$ cat src/rtl/div_pkg.sv
// rtl/div_pkg.sv - shared types and constants for the sequential signed divider
package div_pkg;

  localparam int DEFAULT_W = 16;
  localparam int CNT_W     = $clog2(DEFAULT_W);

  typedef enum logic [1:0] {
    IDLE = 2'd0,
    PREP = 2'd1,
    ITER = 2'd2,
    FIX  = 2'd3
  } state_e;

endpackage

$ cat src/rtl/div_step.sv
// rtl/div_step.sv - one combinational radix-2 restoring division step
module div_step #(
  parameter int W = 16
) (
  input  logic [W-1:0] rem_i,
  input  logic         shift_in_i,
  input  logic [W:0]   b_i,
  output logic [W-1:0] rem_o,
  output logic         qbit_o
);

  logic [W:0] shifted;

  assign shifted = {rem_i, shift_in_i};
  // A non-negative trial difference means the divisor fits: keep the difference, emit a 1.
  assign qbit_o  = (shifted >= b_i);
  assign rem_o   = qbit_o ? W'(shifted - b_i) : shifted[W-1:0];

endmodule

$ cat src/rtl/seq_signed_divider.sv
// rtl/seq_signed_divider.sv - fixed-latency signed 2W/W divider with start/busy/done handshake
module seq_signed_divider
  import div_pkg::*;
#(
  parameter int W = DEFAULT_W
) (
  input  logic           clk,
  input  logic           reset,
  input  logic           start,
  input  logic [2*W-1:0] dividend,
  input  logic [W-1:0]   divisor,
  output logic           busy,
  output logic           done,
  output logic [W-1:0]   quotient,
  output logic [W-1:0]   remainder,
  output logic           overflow,
  output logic           div_by_zero
);

  localparam int CW = $clog2(W);
  localparam logic [W-1:0] HALF = {1'b1, {(W-1){1'b0}}};

  state_e state_q, state_d;

  logic [2*W-1:0] dividend_q;
  logic [W-1:0]   divisor_q;
  logic [W-1:0]   rem_q;
  logic [W-1:0]   shift_q;
  logic [W:0]     b_q;
  logic [CW-1:0]  cnt_q;
  logic           neg_quo_q;
  logic           neg_rem_q;
  logic           pre_ovf_q;
  logic           dbz_q;

  logic           busy_q;
  logic           done_q;
  logic [W-1:0]   quotient_q;
  logic [W-1:0]   remainder_q;
  logic           overflow_q;
  logic           div_by_zero_q;

  logic [2*W-1:0] a_abs;
  logic [W:0]     divisor_ext;
  logic [W:0]     b_abs;
  logic [W-1:0]   step_rem;
  logic           step_qbit;
  logic           fix_ovf;

  // Magnitudes; the divisor is widened first so -2^(W-1) stays exact.
  assign a_abs       = dividend_q[2*W-1] ? -dividend_q : dividend_q;
  assign divisor_ext = {divisor_q[W-1], divisor_q};
  assign b_abs       = divisor_q[W-1] ? -divisor_ext : divisor_ext;

  // Overflow covers both the upper-half pre-check and the asymmetric signed range of the quotient.
  assign fix_ovf = !dbz_q && (pre_ovf_q ||
                              (!neg_quo_q && (shift_q >= HALF)) ||
                              (neg_quo_q && (shift_q > HALF)));

  div_step #(.W(W)) u_step (
    .rem_i      (rem_q),
    .shift_in_i (shift_q[W-1]),
    .b_i        (b_q),
    .rem_o      (step_rem),
    .qbit_o     (step_qbit)
  );

  // State register.
  always_ff @(posedge clk) begin
    if (reset) state_q <= IDLE;
    else       state_q <= state_d;
  end

  // Next-state logic: ITER always runs W steps so latency never depends on the operands.
  always_comb begin
    state_d = state_q;
    case (state_q)
      IDLE: if (start) state_d = PREP;
      PREP: state_d = ITER;
      ITER: if (cnt_q == '0) state_d = FIX;
      FIX:  state_d = IDLE;
      default: state_d = IDLE;
    endcase
  end

  // Datapath: operand capture, sign/abs prep, restoring iteration and signed fix-up.
  always_ff @(posedge clk) begin
    if (reset) begin
      dividend_q    <= '0;
      divisor_q     <= '0;
      rem_q         <= '0;
      shift_q       <= '0;
      b_q           <= '0;
      cnt_q         <= '0;
      neg_quo_q     <= 1'b0;
      neg_rem_q     <= 1'b0;
      pre_ovf_q     <= 1'b0;
      dbz_q         <= 1'b0;
      busy_q        <= 1'b0;
      done_q        <= 1'b0;
      quotient_q    <= '0;
      remainder_q   <= '0;
      overflow_q    <= 1'b0;
      div_by_zero_q <= 1'b0;
    end else begin
      done_q <= 1'b0;
      case (state_q)
        IDLE: begin
          if (start) begin
            dividend_q <= dividend;
            divisor_q  <= divisor;
            busy_q     <= 1'b1;
          end
        end
        PREP: begin
          neg_quo_q <= dividend_q[2*W-1] ^ divisor_q[W-1];
          neg_rem_q <= dividend_q[2*W-1];
          b_q       <= b_abs;
          pre_ovf_q <= ({1'b0, a_abs[2*W-1:W]} >= b_abs);
          dbz_q     <= (divisor_q == '0);
          rem_q     <= a_abs[2*W-1:W];
          shift_q   <= a_abs[W-1:0];
          cnt_q     <= CW'(W - 1);
        end
        ITER: begin
          rem_q   <= step_rem;
          shift_q <= {shift_q[W-2:0], step_qbit};
          cnt_q   <= cnt_q - CW'(1);
        end
        FIX: begin
          done_q <= 1'b1;
          busy_q <= 1'b0;
          if (dbz_q) begin
            div_by_zero_q <= 1'b1;
            overflow_q    <= 1'b0;
            quotient_q    <= '0;
            remainder_q   <= '0;
          end else if (fix_ovf) begin
            div_by_zero_q <= 1'b0;
            overflow_q    <= 1'b1;
            quotient_q    <= '0;
            remainder_q   <= '0;
          end else begin
            div_by_zero_q <= 1'b0;
            overflow_q    <= 1'b0;
            quotient_q    <= neg_quo_q ? -shift_q : shift_q;
            remainder_q   <= neg_rem_q ? -rem_q : rem_q;
          end
        end
        default: ;
      endcase
    end
  end

  assign busy        = busy_q;
  assign done        = done_q;
  assign quotient    = quotient_q;
  assign remainder   = remainder_q;
  assign overflow    = overflow_q;
  assign div_by_zero = div_by_zero_q;

endmodule

$ cat config.mk
export PLATFORM = sky130hd
export DESIGN_NAME = seq_signed_divider
export DESIGN_NICKNAME = d
export VERILOG_FILES = /design/src/rtl/div_pkg.sv /design/src/rtl/div_step.sv /design/src/rtl/seq_signed_divider.sv
export SDC_FILE = /design/constraint.sdc
export NUM_CORES = 1
export LEC_CHECK = 0
export CAP_MARGIN = 10
export CORE_MARGIN = 2
export CORE_UTILIZATION = 52
export CTS_CLUSTER_DIAMETER = 200
export DETAILED_ROUTE_END_ITERATION = 12
export MAX_ROUTING_LAYER = met4
export PLACE_DENSITY = 0.77
export SETUP_SLACK_MARGIN = 0.2
export SYNTH_ARGS = -nofsm -noshare
export SYNTH_HDL_FRONTEND = slang
export SYNTH_SLANG_ARGS = --single-unit
$ cat constraint.sdc
create_clock -name clk -period 3 [get_ports clk]
set_input_delay 0.75 -clock clk [delete_from_list [all_inputs] [get_ports clk]]
set_output_delay 0.75 -clock clk [all_outputs]
set_load 0.05 [all_outputs]
==> results.tsv, run 1 <==
metric	value	unit
area share of fa/ha/maj cells after synthesis	6.60	%
number of placed cells counting well taps	1334	
net count after synthesis	1139	
Port-buffer cells	86	
Global Route met2 Usage	39.6	%
peak supply drop	0.543	mV
Synth-to-Final Area Change	22.7	%
Non-Filler Instances	1368	
leakage component of the power	3.93	nW
HPWL Detailed	15.5	mm
met3 usage	4.02	%
aggregate global routing overflow	0	
# clock sinks	143	
power density of the placed cells	1100	nW/um2
post-route clock period utilization	99.4	%
synthesized area	8270	um2
die outline height	130	um
CTS hold repair buffers	0	
initial core utilization	52.6	%
clock buffer depth	2	
total routing resource utilization after global routing	26.6	%
endpoints failing hold	0	
die outline width	130	um
latest clock arrival within the worst-skew pair	0.43	ns
arrival time at the worst endpoint	3.28	ns
number of warning messages in the yosys log	0	
post-synthesis async set-or-reset flop share	0	%
setup skew after layout	0.0105	ns
residual antenna-violating net count after detailed routing	0	
busiest grt layer	met2	
number of global-route vias before repair	7051	
Final setup violation count	0	
final wirelength	21.4	mm
overall die area	16900	um2
flip-flop and latch count after synthesis	143	
number of placement rows	46	
RSZ-0062 raised after global routing	true	
path class of the lowest-slack min-delay path	flip-flop to flip-flop	
Pre-Repair DR Iteration Count	5	
global-route wire length before repair	34.9	mm
largest net degree at the start of global routing	53	
run status	finished, final reports clean	
number of CTS-inserted buffers	17	
gpl congestion	0.924	
Multi-input gate area	5090	um2
Clock Tree Root	sky130_fd_sc_hd__clkbuf_16	
largest fanout on the critical path	4	
path type of the worst setup path	flip-flop to flip-flop	
wire per inst	15.6	um
sequential cell area	2860	um2
Max Cap Viol	0	
Synth Area in Compound Gates	20.8	%
mux share of post-synthesis cell area	3.41	%
post-layout net count	1233	
Relative slew margins	56.6	%
max-slew violation count	0	
top achievable clock speed	335	MHz
fillcell total	1363	
combinational family with the most area after synthesis	simple AND/OR/NAND/NOR gates	
reg-to-reg setup timing slack	0.02	ns
time the worst path needs with I/O delays and setup	2.98	ns
Ports	87	
share of synthesized cell area in and, or, nand and nor gates	21.7	%
EDFF count, synth	0	
average footprint of a synthesized cell	7.91	um2
total via count after detailed routing	7738	
antenna violations before repair	0	
part of the Yosys area used for sequential elements	34.6	%
fraction of met1 tracks used by global routing	37.6	%
clock slew seen by the registers of the worst setup and hold paths	0.06	ns
Setup crit end kind	flip-flop	
Util after Layout	64.5	%
number of antenna repair diodes	0	
TritonCTS clock tree	done	
number of instances in the synthesized netlist	1045	
transition time at the pin with the least slew margin	0.649	ns
Worst Path Required	3.30	ns
startpoint type of the worst setup path	flip-flop	
Vias per Instance	5.66	
Remaining DRCs	0	
Std-Cell Core Area	15700	um2
accumulated negative setup slack	0	ns
H-tree Lvls	4	
fraction of final layout cells sized beyond drive strength 1	9.29	%
Distinct cells, synth	70	
synthesized-area fraction occupied by xor and xnor cells	8.37	%
most used flip-flop cell after synthesis	sky130_fd_sc_hd__dfxtp_1	
DRC violation total after the first TritonRoute iteration	677	
[Yosys cell counts, drive strengths merged, types with 27 or more instances]
cell type	number	share of area, %
nand2	152	6.9
dfxtp	143	35
a21oi	109	6.6
nor2	100	4.6
o21ai	61	3.7
clkbuf	47	2.1
xnor2	47	5.0
nor2b	43	3.3
ha	42	6.4
inv	34	1.5
xor2	32	3.4
mux2i	27	3.3
[worst paths after layout]
check / startpoint / to / cells after the start
worst max-delay path: dividend_q[21] / pre_ovf_q / 10
worst min-delay path: b_q[16] / b_q[16] / 2
worst max register to register: dividend_q[21] / pre_ovf_q / 10
worst min register to register: b_q[16] / b_q[16] / 2
[area by class of cell]
cell class | instances | area share [%]
clock buffers | 21 | 4.64
clock inverters | 11 | 0.888
inverters | 34 | 1.26
multi-input cells | 810 | 50.2
flip-flops and latches | 143 | 28.2
well taps | 216 | 2.67
repair buffers | 133 | 12.1
[timing repair]
action                     CTS  global route
setup endpoints to repair    2            19
resized for setup            3             9
buffers inserted             1             1
pin swaps                    2             2
[stage by stage]
stage          power [W]  hold slack, ns  setup WS [ns]  instance area [um2]
2_1_floorplan    0.00727           0.424          0.208                 8290
3_3_place_gp     0.00875           0.435         0.0130                 9530
3_5_place_dp     0.00883           0.442        -0.0288                 9530
4_1_cts           0.0109           0.454         0.0360                10100
5_1_grt           0.0119           0.477         -0.180                10100
6_report          0.0111           0.451         0.0185                10100
[worst max-delay path, stage by stage, from the launching register on]
cell and delay, ns:
sky130_fd_sc_hd__dfxtp_1 0.36, sky130_fd_sc_hd__or4_2 0.67, sky130_fd_sc_hd__nor3_2 0.18, sky130_fd_sc_hd__nand4b_1 0.20, sky130_fd_sc_hd__o21ai_0 0.24, sky130_fd_sc_hd__xnor2_1 0.20
sky130_fd_sc_hd__ha_1 0.30, sky130_fd_sc_hd__a21o_1 0.16, sky130_fd_sc_hd__a211oi_1 0.31, sky130_fd_sc_hd__a211o_1 0.18, sky130_fd_sc_hd__a41oi_1 0.04
[per-layer routing]
layer | share of wire [%] | wire [um] | vias to the layer above
met2 | 44 | 9430 | 229
met3 | 5.0 | 1070 | 27
met4 | 1.3 | 280 | 0
li1 | - | - | 3850
met5 | 0 | 0 | -
met1 | 50 | 10600 | 3632
[registers in the layout (all words and copies together) (netlist names), 2 cells and up]
signal,count
state_q,2
b_q,17
quotient,16
remainder,16
cnt_q,4
divisor_q,16
dividend_q,32
shift_q,16
rem_q,16
[report_power, final]
part / total [W] / internal (W) / switching [W] / leakage [nW]
Combinational: 0.00639 / 0.00266 / 0.00374 / 2.48
Sequential: 0.00270 / 0.00229 / 0.000413 / 1.17
Clock: 0.00201 / 0.00120 / 0.000819 / 0.282
Total: 0.0111 / 0.00614 / 0.00497 / 3.93
[kinds of logic after synthesis]
logic type | Yosys count
compound gates | 279
xor+xnor | 79
fa+ha+maj | 43
buf+inv | 92
flops | 143
mux | 28
simple gates | 381
[cell usage in the layout (no fill, tap or decap), types with 8 or more instances in the layout]
cell | Yosys | final
sky130_fd_sc_hd__a211oi_1 | 18 | 18
sky130_fd_sc_hd__a21oi_1 | 109 | 109
sky130_fd_sc_hd__a22oi_1 | 9 | 9
sky130_fd_sc_hd__buf_4 | 2 | 46
sky130_fd_sc_hd__clkbuf_16 | 0 | 17
sky130_fd_sc_hd__clkdlybuf4s50_1 | 0 | 85
sky130_fd_sc_hd__dfxtp_1 | 143 | 142
sky130_fd_sc_hd__ha_1 | 42 | 41
sky130_fd_sc_hd__inv_1 | 34 | 34
sky130_fd_sc_hd__mux2i_1 | 27 | 27
sky130_fd_sc_hd__nand2_1 | 152 | 151
sky130_fd_sc_hd__nand2b_1 | 9 | 9
sky130_fd_sc_hd__nand3_1 | 15 | 15
sky130_fd_sc_hd__nor2_1 | 98 | 98
sky130_fd_sc_hd__nor2b_1 | 43 | 43
sky130_fd_sc_hd__nor3_1 | 14 | 12
sky130_fd_sc_hd__o21ai_0 | 60 | 57
sky130_fd_sc_hd__o31ai_1 | 18 | 18
sky130_fd_sc_hd__o41ai_1 | 10 | 9
sky130_fd_sc_hd__or3_1 | 8 | 8
sky130_fd_sc_hd__or4_1 | 9 | 8
sky130_fd_sc_hd__xnor2_1 | 47 | 47
sky130_fd_sc_hd__xor2_1 | 32 | 32
Note: power is estimated with default switching activity, not from simulation.
==> inputs of run 2 (changes only) <==
--- a/config.mk
+++ b/config.mk
@@ -13,6 +13,7 @@
 export MAX_ROUTING_LAYER = met4
 export PLACE_DENSITY = 0.77
 export SETUP_SLACK_MARGIN = 0.2
+export SLEW_MARGIN = 20
 export SYNTH_ARGS = -nofsm -noshare
 export SYNTH_HDL_FRONTEND = slang
 export SYNTH_SLANG_ARGS = --single-unit
==> results of run 2 <==
No change in the layout: final DEF, timing and power equal those of run 1.
